### src/rtl/pdm_interp.sv
// Audio-rate to clk-rate feeder for the PDM modulator: 2-entry sample FIFO,
// linear interpolation between consecutive samples, volume gain and saturation.
module pdm_interp #(
    parameter int INTERP_LOG2 = 10
) (
    input  logic               clk,
    input  logic               rst_n,
    input  logic signed [15:0] smpl_in,
    input  logic               smpl_vld,
    output logic               smpl_rdy,
    input  logic [7:0]         volume,
    output logic signed [15:0] duty,
    output logic               underrun,
    input  logic               underrun_clr
);
    localparam int L  = INTERP_LOG2;
    localparam int PW = INTERP_LOG2 + 18;
    localparam logic [L-1:0] PHASE_MAX = {L{1'b1}};
    localparam logic [L-1:0] PHASE_ONE = {{(L-1){1'b0}}, 1'b1};

    function automatic logic signed [15:0] sat16(input logic signed [16:0] v);
        if (v > 17'sh07FFF) begin
            sat16 = 16'sh7FFF;
        end else if (v < 17'sh18000) begin
            sat16 = 16'sh8000;
        end else begin
            sat16 = v[15:0];
        end
    endfunction

    logic [L-1:0]          phase_r;
    logic [1:0]            count_r;
    logic [1:0]            count_s;
    logic                  rd_ptr_r;
    logic                  wr_ptr_r;
    logic signed [15:0]    fifo_r [2];
    logic signed [15:0]    cur_r;
    logic signed [15:0]    nxt_r;
    logic                  smpl_rdy_r;
    logic                  underrun_r;
    logic signed [15:0]    duty_r;

    logic                  wrap_s;
    logic                  push_s;
    logic                  pop_s;
    logic signed [16:0]    diff_s;
    logic signed [L:0]     phase_sx_s;
    logic signed [PW-1:0]  slope_s;
    logic signed [15:0]    interp_s;
    logic signed [23:0]    gain_prod_s;
    logic signed [16:0]    scaled_s;

    assign smpl_rdy = smpl_rdy_r;
    assign underrun = underrun_r;
    assign duty     = duty_r;

    // FIFO handshake decode; the pop test uses the occupancy before any same-cycle push
    always_comb begin
        wrap_s  = (phase_r == PHASE_MAX);
        push_s  = smpl_vld && smpl_rdy_r;
        pop_s   = wrap_s && (count_r != 2'd0);
        count_s = count_r;
        if (push_s && !pop_s) begin
            count_s = count_r + 2'd1;
        end else if (pop_s && !push_s) begin
            count_s = count_r - 2'd1;
        end else begin
            count_s = count_r;
        end
    end

    // Interpolation and gain datapath; the 17-bit difference keeps full-scale swings exact
    always_comb begin
        diff_s      = {nxt_r[15], nxt_r} - {cur_r[15], cur_r};
        phase_sx_s  = {1'b0, phase_r};
        slope_s     = PW'(diff_s) * PW'(phase_sx_s);
        interp_s    = 16'(PW'(cur_r) + (slope_s >>> L));
        gain_prod_s = 24'(interp_s) * 24'($signed({1'b0, volume}));
        scaled_s    = 17'(gain_prod_s >>> 7);
    end

    // Free-running phase counter
    always_ff @(posedge clk or negedge rst_n) begin
        if (!rst_n) begin
            phase_r <= '0;
        end else begin
            phase_r <= phase_r + PHASE_ONE;
        end
    end

    // FIFO storage, pointers and occupancy
    always_ff @(posedge clk or negedge rst_n) begin
        if (!rst_n) begin
            fifo_r[0]  <= 16'sd0;
            fifo_r[1]  <= 16'sd0;
            rd_ptr_r   <= 1'b0;
            wr_ptr_r   <= 1'b0;
            count_r    <= 2'd0;
            smpl_rdy_r <= 1'b1;
        end else begin
            if (push_s) begin
                fifo_r[wr_ptr_r] <= smpl_in;
                wr_ptr_r         <= ~wr_ptr_r;
            end
            if (pop_s) begin
                rd_ptr_r <= ~rd_ptr_r;
            end
            count_r    <= count_s;
            smpl_rdy_r <= (count_s != 2'd2);
        end
    end

    // Segment endpoints advance on the wrap; an empty FIFO holds nxt and flags underrun
    always_ff @(posedge clk or negedge rst_n) begin
        if (!rst_n) begin
            cur_r      <= 16'sd0;
            nxt_r      <= 16'sd0;
            underrun_r <= 1'b0;
        end else begin
            if (wrap_s) begin
                cur_r <= nxt_r;
                if (pop_s) begin
                    nxt_r <= fifo_r[rd_ptr_r];
                end
            end
            if (wrap_s && (count_r == 2'd0)) begin
                underrun_r <= 1'b1;
            end else if (underrun_clr) begin
                underrun_r <= 1'b0;
            end
        end
    end

    // Registered, saturated output word
    always_ff @(posedge clk or negedge rst_n) begin
        if (!rst_n) begin
            duty_r <= 16'sd0;
        end else begin
            duty_r <= sat16(scaled_s);
        end
    end

endmodule

### config.mk
export PLATFORM = sky130hd
export DESIGN_NAME = pdm_interp
export DESIGN_NICKNAME = d
export VERILOG_FILES = /design/src/rtl/pdm_interp.sv
export SDC_FILE = /design/constraint.sdc
export NUM_CORES = 1
export LEC_CHECK = 0
export ABC_AREA = 1
export CORE_MARGIN = 2
export CORE_UTILIZATION = 50
export DETAILED_ROUTE_END_ITERATION = 16
export GPL_TIMING_DRIVEN = 0
export PLACE_DENSITY = 0.73
export RECOVER_POWER = 100
export SETUP_SLACK_MARGIN = 0.5
export SLEW_MARGIN = 20
export SYNTH_ARGS = -nofsm -noshare
export SYNTH_HDL_FRONTEND = slang
export SYNTH_SLANG_ARGS = --single-unit
### constraint.sdc
create_clock -name clk -period 12.2 [get_ports clk]
set_input_delay 2.44 -clock clk [delete_from_list [all_inputs] [get_ports clk]]
set_output_delay 2.44 -clock clk [all_outputs]
set_load 0.05 [all_outputs]
==> results of run 1 <==
==> kinds of logic after synthesis <==
group	synth area share
DFF	0.157
and+or+nand+nor	0.181
muxes	0.000734
adders and majority gates	0.427
AOI/OAI and AO/OA	0.0726
buffers and inverters	0.122
xor gates and xnor gates	0.0405
==> power groups by stage <==
| stage | Sequential (mW) | Clock (mW) | Combinational (mW) |
|---|---|---|---|
| 2_1_floorplan | 0.324 | 0 | 0.00572 |
| 3_3_place_gp | 0.324 | 0 | 0.0254 |
| 3_5_place_dp | 0.324 | 0 | 0.0268 |
| 4_1_cts | 0.318 | 0.312 | 0.0270 |
| 5_1_grt | 0.318 | 0.324 | 0.0292 |
| 6_report | 0.318 | 0.312 | 0.0270 |
==> sequential cells by signal, indices dropped and copies added, names as in the netlist <==
register  cells
fifo_r       32
cur_r        16
duty         16
nxt_r        16
phase_r      10
count_r       2
rd_ptr_r      1
smpl_rdy      1
underrun      1
wr_ptr_r      1
==> path summary, 6_finish.rpt <==
path | start | to | slack (ns)
worst max-delay path | nxt_r[1] | duty[0] | -0.04
min in group asynchronous | rst_n | duty[1] | 2.20
worst max register to register | nxt_r[1] | duty[0] | -0.04
worst min-delay path | fifo_r[24] | fifo_r[24] | 0.49
max in group asynchronous | rst_n | nxt_r[1] | 4.98
worst min register to register | fifo_r[24] | fifo_r[24] | 0.49
==> timing repair <==
action | in CTS | in global routing
gates resized for setup | 175 | 160
setup buffers | 58 | 32
pin swaps | 109 | 158
endpoints found under the setup margin | 16 | 16
gates cloned | 2 | 0
==> per-stage QoR <==
step / power [mW] / std cells / utilization / hold WS (ns) / area, um2
global placement: 0.350 / 2344 / 0.535 / 0.470 / 16300
CTS: 0.657 / 2421 / 0.591 / 0.493 / 18000
finish: 0.657 / 2453 / 0.621 / 0.493 / 18900
detailed placement: 0.351 / 2345 / 0.536 / 0.474 / 16300
floorplan: 0.330 / 1904 / - / 0.453 / 15300
global route: 0.671 / 2453 / 0.621 / 0.520 / 18900
==> cells in the mapped netlist, types with 2 or more instances <==
cell,n,share of area
o21ai_1,9,0.0029
nand3b_1,2,0.00098
nand2_4,2,0.0015
a221oi_1,3,0.0017
a21boi_2,2,0.0015
nand3_1,36,0.012
nor3_2,2,0.0013
or2_2,17,0.0069
a21o_1,8,0.0039
a211oi_1,3,0.0015
nand3_2,5,0.0033
buf_6,2,0.0015
xor2_1,44,0.025
xnor2_1,25,0.014
inv_2,7,0.0017
o21ai_2,2,0.0011
o21bai_1,5,0.0024
dfrtp_1,95,0.16
nor2_2,4,0.0016
nor2_1,187,0.046
nand2_2,15,0.0061
a31oi_1,20,0.0082
fa_1,241,0.31
buf_2,4,0.0013
clkinv_1,5,0.0012
o21ai_0,69,0.023
a21oi_1,70,0.023
inv_1,439,0.11
clkbuf_1,35,0.0086
nor4_1,3,0.0012
nor3_1,7,0.0023
nand2_1,377,0.092
ha_1,138,0.11
o21a_1,2,0.00098
nand4_1,7,0.0029
==> worst register-to-register path, delay by kind of cell, from the launching register on <==
family / cells / cell delay [ns]
fa+ha+maj: 13 / 5.98
buf+inv: 14 / 1.04
simple gates: 15 / 1.42
compound gates: 14 / 2.61
flops: 1 / 0.48
xor+xnor: 3 / 0.63
==> area by class of cell <==
type,count,area (um2)
clock buffer,9,225
tap,396,495
clock inverter,7,98.8
fill,2347,11500
timing repair buffer,137,1220
buffer,41,176
sequential,96,2410
inverter,451,1700
multi-input combinational,1316,12600
==> layer usage <==
metal	routed length, um	vias up	part of all wire
li1	-	6002	-
met2	21200	592	0.50
met5	0	-	0
met3	3110	166	0.073
met1	16300	6559	0.38
met4	1950	0	0.046
==> results.md, run 1 <==
* 1st-iter DRT viols at 980
* Failing checks: capacitance limit, slew limit, setup timing
* Fin crit share at 1.00
* Num CTS Buffers at 9
* Highest clock rate at 81.7 MHz
* Stages on the worst setup path at 59
* Post-Place Worst Slack at -0.909 ns
* Worst path bufs/invs at 14
* Most frequent cells in the layout: 406 x inv_1, 308 x nand2_1, 232 x fa_1
* Starting Density at 0.504
* Clock Pin Slew Worst Setup and Hold Paths at roughly 0.080 ns
* Post-synth ARST share at 1.00
* Internal Power at about 0.48 mW
* CP endpoint kind: flip-flop
* Initial antenna violation count at 0
* Reg2Reg Depth at 59
* # IOs at 46
* Min-Delay Path Class: reg2reg
* Switching part of the total at 0.274
* Met2 Use GR at 0.434
* Die X-Extent at 179 um
* # Max-Cap Violations at 1
* Core ar. at around 30000 um2
* Mapped Area at 15300 um2
* Sw Pwr at 0.180 mW
* I/O Buffers at between 40 and 50
* Vias in the first global route at 13300
* Synth-to-Final Area Change at 23.1%
* CP startpoint kind: flip-flop
* Fin crit period at 12.24 ns
* Die Y-Extent at 179 um
* H-tree depth at 3
* TritonCTS clock tree: done
* Synthesized Nets at approximately 2300
* GR Util met1 at 0.322
* Worst-Margin Slew at roughly 4.4 ns
* CP required at 12.50 ns
* RSZ-0062 raised after global routing: yes
* # clock sinks at 96
* Flop pwr share at 0.484
* Crit-path leading delay family: adder cells
* DR pass1 iterations at 5
* CP peak stage delay at approximately 0.59 ns
* DR vias at about 13000
* Critical path type: reg2reg
* RePlAce Congestion at 0.920
* M3 GR Usage at 0.0411
* Share of post-route cells with drive strength above 1 at 0.200
* FP Rows at 64
* CP most frequent cell: inv_2
* Max stage delay cell, worst path: fa_1
* Grt ovf at 0
* Top Usage Layer GRT: met2
* Final slew viol count at 81
* First-pass GRT wire length at approximately 64000 um
* Commonest non-fill, non-tap cell in the layout: inv_1
* Synthesis-stage register bit count at 96
* Wirelength per Cell at 17.3 um
* Setup Viol. Count Final at 10
* Seq/Total Area, Yosys at 0.157
* Top FF cell, synth: dfrtp_1
* # diodes at 0
* Post-synth EDFFs at 0
* Die Area at 32100 um2
* Post-synthesis cell count at 1904
* Final hold violation count at 0
* Status: complete, but fails checks
* Setup TNS at -0.224 ns
* DRT Wirelength at 42500 um
* Clock power frac at 0.475
* Final #Nets at ~2500
* Yosys warnings at 0
* Synth cell types at 47
* Max Buffers Root-to-Sink at 2
* Mean Syn Cell Area at 8.06 um2
* Worst Hold Depth at 2
* Clock Tree Root: clkbuf_16
* Combinational power share at 0.041
* Post-DP HPWL at 29500 um
* CP max FO at 5
* Clock Skew at 0.0188 ns
* Vias/cell at 5.43
* Hold_buf cts at 0
* Slew HR at -1.92
* Clock latency on the worst-skew pair at 0.37 ns
* Leakage at 9.81 nW
* Setup WS post-layout at -0.0429 ns
* GRT Overall Usage at 0.252
* Detail Route Antenna Nets at 0
* Crit path DAT at roughly 13 ns
* Largest net degree at the start of global routing at 81
* Max IR drop VDD at ~0.074 mV
* P per Cell Area at 34.8 nW/um2
* DRC at 0
Note: power is estimated with default switching activity, not from simulation.
==> run 2, diff against run 1 <==
- PLACE_DENSITY: 0.73 -> 0.7
- clock period: 12.2 -> 14.1 ns (I/O delays scaled with it)
==> run 2 against run 1 <==
Against the previous run: the run ends with capacitance limit, slew limit left; critical endpoint is now duty[3]; register-to-register slack improved by 1.3 ns; core utilization fell by 7.3 points; sequential share of layout area up 1.7 points; clock power is 15% lower; power decreased by 15%; setup slack improved by 1.3 ns; flip-flop and latch count unchanged; combinational power shrank 17%; count of clock-buffer cells in the layout is the same.
==> results.md, run 2 (synthesis results as in run 1) <==
* 1st-iter DRT viols at 699 (-29%)
* Failing checks: capacitance limit, slew limit
* CP required at 14.40 ns (+1.90 ns)
* Final #Nets at 2369 (-3.7%)
* Largest register FFs at 32 (unchanged)
* Grt ovf at 0 (unchanged)
* DRC at 0 (unchanged)
* Num CTS Buffers at 9 (unchanged)
* GRT Overall Usage at 0.234 (-0.0180)
* Clock Tree Root: clkbuf_16
* Worst-Margin Slew at 4.18 ns (-0.202 ns)
* Starting Density at 0.504 (unchanged)
* DRT Wirelength at 34700 um (-18%)
* Reg2Reg Setup Slack at 1.25 ns (+1.29 ns)
* Max Buffers Root-to-Sink at 2 (unchanged)
* Min-Delay Path Class: reg2reg
* Die X-Extent at 179 um (unchanged)
* Die Y-Extent at 179 um (unchanged)
* RSZ-0062 raised after global routing: no
* GR Util met1 at 0.322 (-0.000477)
* DR vias at 12100 (-9.1%)
* # diodes at 0 (unchanged)
* Max IR drop VDD at 0.0723 mV (-2.1%)
* Crit path DAT at 13.15 ns (+0.61 ns)
* Leakage at 9.18 nW (-6.3%)
* Met2 Use GR at 0.400 (-0.0340)
* Highest clock rate at 77.8 MHz (-4.7%)
* Clock latency on the worst-skew pair at 0.36 ns (about the same)
* Detail Route Antenna Nets at 0 (unchanged)
* CP startpoint kind: flip-flop
* Reg-to-reg critical path startpoint: nxt_r[2]
* Reg2Reg Depth at 59 (unchanged)
* CP endpoint kind: flip-flop
* CP peak stage delay at 0.55 ns (-0.04 ns)
* Setup WS post-layout at 1.25 ns (+1.29 ns)
* H-tree depth at 3 (unchanged)
* Wirelength per Cell at 14.7 um (-15%)
* Setup Viol. Count Final at 0 (-10)
* Synth-to-Final Area Change at 8.74%
* Post-DP HPWL at 29800 um (+0.72%)
* Die Area at 32100 um2 (unchanged)
* Fin crit period at 12.85 ns (+0.606 ns)
* Setup TNS at 0 ns (+0.224 ns)
* Commonest non-fill, non-tap cell in the layout: inv_1
* Vias in the first global route at 12300 (-7.9%)
* Final hold violation count at 0 (unchanged)
* TritonCTS clock tree: done
* Status: complete, but fails checks
* Share of post-route cells with drive strength above 1 at 0.0478 (-0.153)
* CP max FO at 10 (+5)
* Slew HR at -1.78 (+0.135)
* Worst hold start: count_r[0]
* CP most frequent cell: nand2_1
* Clock Skew at 0.0158 ns (-0.00294 ns)
* RePlAce Congestion at 0.908 (-1.3%)
* Vias/cell at 5.12 (-5.7%)
* Initial antenna violation count at 0 (unchanged)
* R2r endpoint: duty[3]
* DR pass1 iterations at 5 (unchanged)
* Most frequent cells in the layout: 439 x inv_1, 377 x nand2_1, 241 x fa_1
* First-pass GRT wire length at 59400 um (-6.6%)
* # Max-Cap Violations at 1 (unchanged)
* Final slew viol count at 80 (-1.2%)
* Worst Hold Endpoint: count_r[0]
* Top Usage Layer GRT: met2
* Fin crit share at 0.911 (-0.0923)
* Worst Hold Depth at 1 (-1)
* # clock sinks at 96 (unchanged)
* I/O Buffers at 44 (unchanged)
* Max stage delay cell, worst path: fa_1
* FP Rows at 64 (unchanged)
* Clock Pin Slew Worst Setup and Hold Paths at 0.08 ns (about the same)
* Core ar. at 30400 um2 (unchanged)
* P per Cell Area at 33.7 nW/um2 (-3.3%)
* Post-Place Worst Slack at 1.02 ns (+1.93 ns)
* Biggest register: fifo_r
* Fill cell count at 2841 (+21%)
* Critical path type: reg2reg
* Hold slack at 0.486 ns (-0.00644 ns)
* # IOs at 46 (unchanged)
* M3 GR Usage at 0.0299 (-0.0112)
* Largest net degree at the start of global routing at 80 (-1.2%)
## run 2: layout make-up
cell class	count	area, um2	share of cell area
clock inverters	7	98.8	0.00593
well taps	396	495	0.0297
clock buffers	9	225	0.0135
multi-input cells	1316	11100	0.668
repair buffers	47	453	0.0272
plain buffers	41	173	0.0104
flip-flops and latches	96	2400	0.144
inverters	451	1690	0.102
## run 2: report_power, final
group	internal [mW]	switching (mW)	total, mW
sequential	0.275	0.00000000000000000552	0.275
clock	0.130	0.134	0.264
combinational	0.00700	0.0153	0.0223
## run 2: layer usage
metal | part of all wire | vias up
met5 | 0 | -
met2 | 0.48 | 285
li1 | - | 5821
met3 | 0.049 | 50
met1 | 0.45 | 5949
met4 | 0.019 | 0
## run 2: worst max-delay path by stage
stage                     startpoint       end  slack (ns)  cells after the start
after floorplan             cur_r[0]   duty[0]        2.78                     63
after global placement      nxt_r[0]  duty[12]        1.20                     64
after detailed placement    nxt_r[0]   duty[1]        1.02                     64
after CTS                   nxt_r[0]   duty[1]        0.97                     64
after global routing        nxt_r[2]  duty[11]        0.26                     63
final                       nxt_r[2]   duty[3]        1.25                     59
## run 2: per-stage QoR
step | util | power, mW | std cells | instance area [um2]
2_1_floorplan | - | 0.286 | 1904 | 15300
3_3_place_gp | 0.535 | 0.303 | 2344 | 16300
3_5_place_dp | 0.536 | 0.304 | 2345 | 16300
4_1_cts | 0.546 | 0.569 | 2361 | 16600
5_1_grt | 0.548 | 0.578 | 2363 | 16700
6_report | 0.548 | 0.561 | 2363 | 16700
## run 2: worst max-delay path: cells and delay by family (launching register included)
kind	cells	cell delay, ns
and+or+nand+nor	20	2.70
xor gates and xnor gates	2	0.62
AOI/OAI and AO/OA	15	2.36
adders and majority gates	13	5.82
buffers and inverters	9	0.81
DFF	1	0.47
## run 2: timing repair
action                     4_1_cts  5_1_grt
setup buffers                    0        2
hold buffers                     0        0
setup endpoints to repair        0       16
resized for setup                0       11
==> run 3, diff against run 2 <==
- CTS_CLUSTER_SIZE: not set -> 30
- PLACE_DENSITY: 0.7 -> 0.73
- clock period: 14.1 -> 11.05 ns (I/O delays scaled with it)
==> run 3 against run 2 <==
Against the previous run: the flow finishes with violations (capacitance limit, slew limit, setup timing); design area is 13% higher; critical path depth is 1 lower; sequential power is 28% higher; largest cell class unchanged.
==> results.md, run 3 (synthesis results as in run 1) <==
* Setup TNS at -11.22 ns (-11.22 ns)
* DR pass1 iterations at 7 (+2)
* Highest clock rate at 84.6 MHz (+8.8%)
* Final Power at 0.692 mW (+23%)
* # clock sinks at 96 (unchanged)
* H-tree depth at 3 (unchanged)
* Fin crit share at 1.07 (+0.158)
* Largest net degree at the start of global routing at 77 (-3.8%)
* Grt ovf at 0 (unchanged)
* TritonCTS clock tree: done
* Register Area at 2410 um2 (+0.16%)
* Synth-to-Final Area Change at 22.7%
* Clock Pin Slew Worst Setup and Hold Paths at 0.07 ns (about the same)
* Worst-Margin Slew at 4.19 ns (+0.0101 ns)
* Critical Path Source: nxt_r[2]
* Max IR drop VDD at 0.0757 mV (+4.7%)
* Commonest non-fill, non-tap cell in the layout: inv_1
* Post-Place Worst Slack at -1.24 ns (-2.26 ns)
* Clock Tree Root: clkbuf_16
* DRT Wirelength at 40200 um (+16%)
* Starting Density at 0.504 (unchanged)
* # Max-Cap Violations at 1 (unchanged)
* First-pass GRT wire length at 65300 um (+10%)
* Share of post-route cells with drive strength above 1 at 0.190 (+0.142)
* Crit path DAT at 12.06 ns (-1.09 ns)
* Max stage delay cell, worst path: fa_1
* Slew HR at -1.79 (-0.00671)
* Die Area at 32100 um2 (unchanged)
* CP required at 11.30 ns (-3.10 ns)
* Fin crit period at 11.81 ns (-1.04 ns)
* 1st-iter DRT viols at 835 (+19%)
* Setup WS post-layout at -0.763 ns (-2.01 ns)
* Final #Nets at 2454 (+3.6%)
* Vias/cell at 5.33 (+4.1%)
* Post-DP HPWL at 30100 um (+1.2%)
* Setup Viol. Count Final at 16 (+16)
* Most frequent cells in the layout: 409 x inv_1, 322 x nand2_1, 235 x fa_1
* P per Cell Area at 36.8 nW/um2 (+9.3%)
* Worst hold start: count_r[0]
* Clock latency on the worst-skew pair at 0.36 ns (about the same)
* Detail Route Antenna Nets at 0 (unchanged)
* Final slew viol count at 77 (-3.8%)
* Die X-Extent at 179 um (unchanged)
* Min-Delay Path Class: reg2reg
* Die Y-Extent at 179 um (unchanged)
* RSZ-0062 raised after global routing: yes
* Reg-to-reg critical path startpoint: nxt_r[2]
* Critical path type: reg2reg
* Reg2Reg Setup Slack at -0.76 ns (-2.01 ns)
* Fill cell count at 2473 (-13%)
* Core ar. at 30400 um2 (unchanged)
* # IOs at 46 (unchanged)
* I/O Buffers at 44 (unchanged)
* RePlAce Congestion at 0.911 (+0.30%)
* Max Buffers Root-to-Sink at 2 (unchanged)
* Wirelength per Cell at 16.4 um (+12%)
* Clock Skew at 0.0130 ns (-0.00282 ns)
* Status: complete, but fails checks
* Hold_buf cts at 0 (unchanged)
* CP peak stage delay at 0.54 ns (about the same)
* Failing checks: capacitance limit, slew limit, setup timing
* Vias in the first global route at 13500 (+10%)
* DR vias at 13100 (+7.8%)
* Area of the multi-input gates at 12600 um2 (+13%)
* Num CTS Buffers at 9 (unchanged)
* Leakage at 9.82 nW (+6.9%)
* CP max FO at 5 (-5)
* DRC at 0 (unchanged)
* Initial antenna violation count at 1 (+1)
* Biggest register: fifo_r
* GRT Overall Usage at 0.259 (+0.0245)
* CP startpoint kind: flip-flop
* CP endpoint kind: flip-flop
* Largest register FFs at 32 (unchanged)
* Final hold violation count at 0 (unchanged)
* FP Rows at 64 (unchanged)
-- run 3: changes by cell type in the layout (fill, tap and decap cells not counted), moves of 30 or more --
| cell | delta |
|---|---|
| buf_4 | +72 |
| ha_1 | -37 |
| ha_4 | +34 |
| nand2_1 | -55 |
| inv_1 | -30 |
| nand2_2 | +39 |
-- run 3: metal layers --
| layer | global-route usage | wire length [um] | vias up |
|---|---|---|---|
| met5 | 0 | 0 | - |
| met2 | 0.445 | 20000 | 509 |
| met3 | 0.0386 | 2880 | 124 |
| met4 | 0.0894 | 1710 | 0 |
| li1 | - | - | 5982 |
| met1 | 0.335 | 15600 | 6438 |
-- run 3: power breakdown --
group	switching (mW)	total (mW)	internal [mW]	leakage, nW
sequential	0.00000000000000000877	0.351	0.351	1.31
clock	0.157	0.312	0.155	0.134
combinational	0.0204	0.0294	0.00895	8.37
total	0.177	0.692	0.515	9.82
-- run 3: worst max-delay path: cells and delay by family, from the launching register on --
family          cells  cell delay, ns
compound gates     12            1.78
flops               1            0.47
xor+xnor            3            0.80
fa+ha+maj          13            5.79
simple gates       21            2.11
buf+inv             9            0.72
-- run 3: path summary, 6_finish.rpt --
check | end | depth (start not counted)
worst max register to register | duty[3] | 58
worst max-delay path | duty[3] | 58
max in group asynchronous | nxt_r[1] | 2
worst min-delay path | count_r[0] | 1
worst min register to register | count_r[0] | 1
min in group asynchronous | duty[0] | 1
-- run 3: area by class of cell --
cell class              instances  share of cell area
clock inverters                 6             0.00266
repair buffers                132              0.0638
multi-input cells            1316               0.668
plain buffers                  41             0.00924
inverters                     451              0.0903
clock buffers                   9              0.0120
flip-flops and latches         96               0.128
well taps                     396              0.0263
diodes                          1            0.000133
-- run 3: repair_timing --
| item | in CTS | in global routing |
|---|---|---|
| endpoints found under the setup margin | 16 | 16 |
| buffers inserted | 58 | 27 |
| pin swaps | 83 | 87 |
| resized for setup | 99 | 106 |
| gates cloned | 2 | 0 |
-- run 3: per-stage QoR --
step | hold slack, ns | cell area, um2 | utilization | instances
final | 0.484 | 18800 | 0.618 | 2448
after global routing | 0.516 | 18800 | 0.618 | 2448
after CTS | 0.489 | 18200 | 0.598 | 2420
after detailed placement | 0.473 | 16900 | 0.554 | 2345
after global placement | 0.468 | 16800 | 0.553 | 2344
after floorplan | 0.453 | 15900 | - | 1904
==> RTL change 1, RTL diff (flow settings as in run 2) <==
Register the output `underrun` once more, cleared by the reset; this adds one clock of latency there. The other outputs are not delayed to match.
--- a/src/rtl/pdm_interp.sv
+++ b/src/rtl/pdm_interp.sv
@@ -52,5 +52,11 @@
 
     assign smpl_rdy = smpl_rdy_r;
-    assign underrun = underrun_r;
+    always_ff @(posedge clk or negedge rst_n) begin
+        if (!rst_n) begin
+            underrun <= '0;
+        end else begin
+            underrun <= underrun_r;
+        end
+    end
     assign duty     = duty_r;
 
Formal check against the unedited RTL: same outputs for any inputs over 10 cycles, from zero or initial values and one cycle with rst_n low; that may be too few to reach the edited logic, so the function may still have changed.
==> RTL change 1 against run 2 <==
  * The flow still finishes with violations (capacitance limit, slew limit)
  * Total power shrank 0.21%
  * Area after synthesis grew 0.16%
  * Count of clock-buffer cells in the layout unchanged
  * Setup slack worse by 0.022 ns
  * Hold slack worse by 0.090 ns
  * Routed wire length up 0.23%
  * Cell area increased by 0.28%
  * Sequential cell count up 1
  * Die area up 0.16%
  * Critical path type unchanged
  * Critical endpoint is now duty[1]
==> RTL change 1: results (changes against run 2) <==
ctsHtreeMaxLevel: 3  # unchanged
synthArstFlopShare: 1.00  # unchanged
ir_worst_vdd_mv: 0.0643  # was 0.0723 mV
grt_pass1_wl_um: 59400  # about the same
drt-pass1-iter-count: 5  # unchanged
place_congestion: 0.916  # was 0.908
clkLatencyLatePin_ns: 0.36  # about the same
grt_max_degree: 80  # unchanged
cp_slowest_cell: "fa_1"  # unchanged
top_register: "fifo_r"  # unchanged
nets: 2372  # was 2369
grt_use_total: 0.235  # was 0.234
r2r_setup_slack_ns: 1.23  # was 1.25 ns
regToRegStartpoint: "nxt_r[2]"  # unchanged
cts_buffers: 9  # unchanged
wl_um: 34800  # was 34700 µm
violations: "capacitance limit, slew limit"  # unchanged
synthTopCellsByArea: "fa_1 (31%), dfrtp_1 (16%), ha_1 (11%)"  # unchanged
reg2reg_to: "duty[1]"  # was duty[3]
numPortBuffers: 44  # unchanged
cp.depth: 62  # was 59
drtIter0Drc: 654  # was 699
hold_path_class: "reg2reg"  # unchanged
slew_viol_final: 80  # unchanged
syn_nets: 2312  # was 2311
cap_violations: 1  # unchanged
largest_reg_flops: 32  # unchanged
ant_nets: 0  # unchanged
antenna_found_initial: 0  # unchanged
yosysSeqAreaShare: 0.158  # was 0.157
synthFlopType: "dfrtp_1"  # unchanged
critPathMaxStageDelay_ns: 0.54
synth.top_cells.by_count: "inv_1 (439), nand2_1 (377), fa_1 (241), nor2_1 (187), ha_1 (138)"  # unchanged
status: "finished, violations left"  # unchanged
p_leak_uw: 0.00920  # was 0.00918 µW
path_max_fanout: 10  # unchanged
dpl.hpwl_um: 29700  # was 29800 µm
slew_headroom: -1.78  # about the same
yosysWarnings: 0  # unchanged
vias: 12100  # about the same
antenna_cells: 0  # unchanged
critPathArrivalTime_ns: 13.11  # was 13.15 ns
synth_top_area_frac: 0.314  # was 0.315
min-delay-start: "underrun_r"  # was count_r[0]
drive_gt1_frac: 0.0487  # was 0.0478
worstSetupPathType: "reg2reg"  # unchanged
yosysUniqueCellTypes: 47  # unchanged
skew_ns: 0.00874  # was 0.0158 ns
path_clk_slew_ns: 0.07
ctsLongestPathBuffers: 2  # unchanged
critical-path-top-delay-family: "adder cells"  # unchanged
cts-root-buf: "clkbuf_16"  # unchanged
RTL change 1: metal layers:
metal,GRT usage,wire (µm)
met5,0,0
met4,0.0665,868
met3,0.0312,1770
met2,0.400,16700
met1,0.315,15500
RTL change 1: final cells by class:
class	instances	area [µm²]
well taps	396	495
multi-input cells	1316	11100
plain buffers	41	173
flip-flops and latches	97	2430
clock inverters	7	91.3
inverters	451	1690
repair buffers	49	468
fillers	2874	13700
clock buffers	9	225
RTL change 1: power breakdown:
part,internal (µW),switching [µW]
logic,7.00,15.4
registers,278,0.0000000000000125
clock network,129,131
total,414,147
RTL change 1: what timing repair did:
item                                    in CTS  in global routing
gates resized for setup                      0                 14
endpoints found under the setup margin       0                 16
buffers inserted                             0                  4
RTL change 1: stage by stage:
step / worst slack, ns / instances / area (µm²)
after floorplan: 2.78 / 1905 / 15400
after global placement: 1.19 / 2345 / 16300
after detailed placement: 1.07 / 2346 / 16300
after CTS: 1.01 / 2362 / 16600
after global routing: 0.259 / 2366 / 16700
final: 1.23 / 2366 / 16700
RTL change 1: cells by family after synthesis:
| logic type | synth area share |
|---|---|
| flops | 0.158 |
| compound gates | 0.0725 |
| mux | 0.000733 |
| fa+ha+maj | 0.426 |
| buf+inv | 0.122 |
| simple gates | 0.180 |
| xor+xnor | 0.0404 |
RTL change 1: how the worst min path moves through the flow:
stage / end / slack, ns / depth (start not counted)
2_1_floorplan: underrun / 0.35 / 0
3_3_place_gp: underrun / 0.37 / 0
3_5_place_dp: underrun / 0.38 / 0
4_1_cts: underrun / 0.40 / 0
5_1_grt: underrun / 0.42 / 0
6_report: underrun / 0.40 / 0
RTL change 1: worst reg2reg max path, delay by kind of cell (launching register included):
family                   cells  cell delay [ns]
AO/OA/AOI/OAI               15             2.34
XOR/XNOR                     1             0.40
adder cells (fa/ha/maj)     13             5.79
buffers and inverters        9             0.75
flip-flops                   1             0.47
AND/OR/NAND/NOR             24             2.97
==> RTL change 2, RTL diff (flow settings as in run 2) <==
Made on the original files. Set the parameter `INTERP_LOG2` to 9 (it was 10).
--- a/src/rtl/pdm_interp.sv
+++ b/src/rtl/pdm_interp.sv
@@ -2,5 +2,5 @@
 // linear interpolation between consecutive samples, volume gain and saturation.
 module pdm_interp #(
-    parameter int INTERP_LOG2 = 10
+    parameter int INTERP_LOG2 = 9
 ) (
     input  logic               clk,
Function: no difference found for any inputs over 10 cycles, from zero or initial values and one cycle with rst_n low; that may be too few to reach the edited logic, so the function may still have changed.
==> RTL change 2 against run 2 <==
  * Critical endpoint is now duty[12]
  * Clock skew down 0.0017 ns
  * Cell area decreased by 4.3%
  * Sequential cell count shrank 1
  * Via count shrank 0.76%
  * Area after synthesis shrank 4.3%
  * Sequential share of layout area increased by 0.49 points
  * The run still ends with capacitance limit, slew limit left
  * Final cell count is 2.8% lower
  * Routed wire length is 0.41% higher
  * Setup slack worse by 0.18 ns
  * Critical path depth is 1 lower
Power is not compared: it rests on default switching activity, and its combinational part moved more than twofold at a synthesized area within 25%.
==> RTL change 2: results (changes against run 2) <==
skew_ns: 0.0142  # was 0.0158 ns
via_per_inst: 5.23  # was 5.12
grt_use_total: 0.245  # was 0.234
place_ws_ns: 0.989  # was 1.02 ns
synth-compound-area-share: 0.0859  # was 0.0726
critPathMaxStageDelay_ns: 0.65  # was 0.55 ns
cap_violations: 1  # unchanged
status: "finished, violations left"  # unchanged
syn_nets: 2232  # was 2311
dp.cells: 2279  # was 2345
synth_xor_area_frac: 0.0386  # was 0.0405
slew_viol_final: 80  # unchanged
grt_pass1_vias: 12300  # about the same
yosysSeqAreaShare: 0.162  # was 0.157
grt_pass1_wl_um: 60600  # was 59400 µm
worst_pin_slew_ns: 4.34  # was 4.18 ns
violations: "capacitance limit, slew limit"  # unchanged
drtIter0Drc: 818  # was 699
placed_area_mm2: 0.0156  # was 0.0163 mm²
wl_per_cell_um: 15.2  # was 14.7 µm
fill_cells: 2689  # was 2841
syn_inst: 1850  # was 1904
wl_um: 34900  # was 34700 µm
drive_gt1_frac: 0.0355  # was 0.0478
synthAdderAreaFrac: 0.413  # was 0.427
dpl.hpwl_um: 29700  # was 29800 µm
cts-root-buf: "clkbuf_16"  # unchanged
ctsHtreeMaxLevel: 3  # unchanged
synth.top_cells.by_count: "inv_1 (397), nand2_1 (351), fa_1 (218), nor2_1 (190), ha_1 (136)"  # was inv_1 (439), nand2_1 (377), fa_1 (241), nor2_1 (187), ha_1 (138)
muxShareOfSynthArea: 0  # was 0.000734
place_congestion: 0.907  # was 0.908
synthTopCellsByArea: "fa_1 (30%), dfrtp_1 (16%), ha_1 (12%)"  # was fa_1 (31%), dfrtp_1 (16%), ha_1 (11%)
## RTL change 2: cell count changes in the layout (fill, tap and decap cells not counted), moves of 10 or more
| cell | change |
|---|---|
| nand2_1 | -26 |
| nand3_1 | +16 |
| o21ai_0 | +36 |
| a21oi_1 | +10 |
| inv_1 | -42 |
| fa_1 | -23 |
| a31oi_1 | -12 |
## RTL change 2: final cells by class
cell class	instances	area, µm²	share of cell area
buffer	43	185	0.0116
clock buffer	9	225	0.0141
clock inverter	7	83.8	0.00525
inverter	402	1510	0.0945
multi-input combinational	1310	10600	0.667
sequential	95	2380	0.149
tap	384	480	0.0301
timing repair buffer	47	453	0.0284
## RTL change 2: report_power, final
part | internal, µW | switching [µW]
clock | 127 | 127
sequential | 322 | 28.6
combinational | 37.1 | 69.2
total | 486 | 224
## RTL change 2: per-layer routing
| layer | vias up | global-route usage | part of all wire |
|---|---|---|---|
| met2 | 327 | 0.404 | 0.47 |
| met4 | 0 | 0.0476 | 0.015 |
| met1 | 5890 | 0.348 | 0.46 |
| met5 | - | 0 | 0 |
| met3 | 40 | 0.0346 | 0.061 |
| li1 | 5756 | - | - |
## RTL change 2: cell families after synthesis
family | Yosys count
fa+ha+maj | 354
simple gates | 661
compound gates | 232
buf+inv | 445
flops | 95
xor+xnor | 63
## RTL change 2: path summary, 6_finish.rpt
| kind | start | endpoint | slack [ns] | cells after the start |
|---|---|---|---|---|
| setup reg to reg | cur_r[0] | duty[12] | 1.07 | 58 |
| setup / recovery | cur_r[0] | duty[12] | 1.07 | 58 |
| max in group asynchronous | rst_n | fifo_r[17] | 6.86 | 2 |
| min in group asynchronous | rst_n | duty[2] | 2.58 | 1 |
| hold reg to reg | fifo_r[27] | fifo_r[27] | 0.49 | 2 |
| hold / removal | fifo_r[27] | fifo_r[27] | 0.49 | 2 |
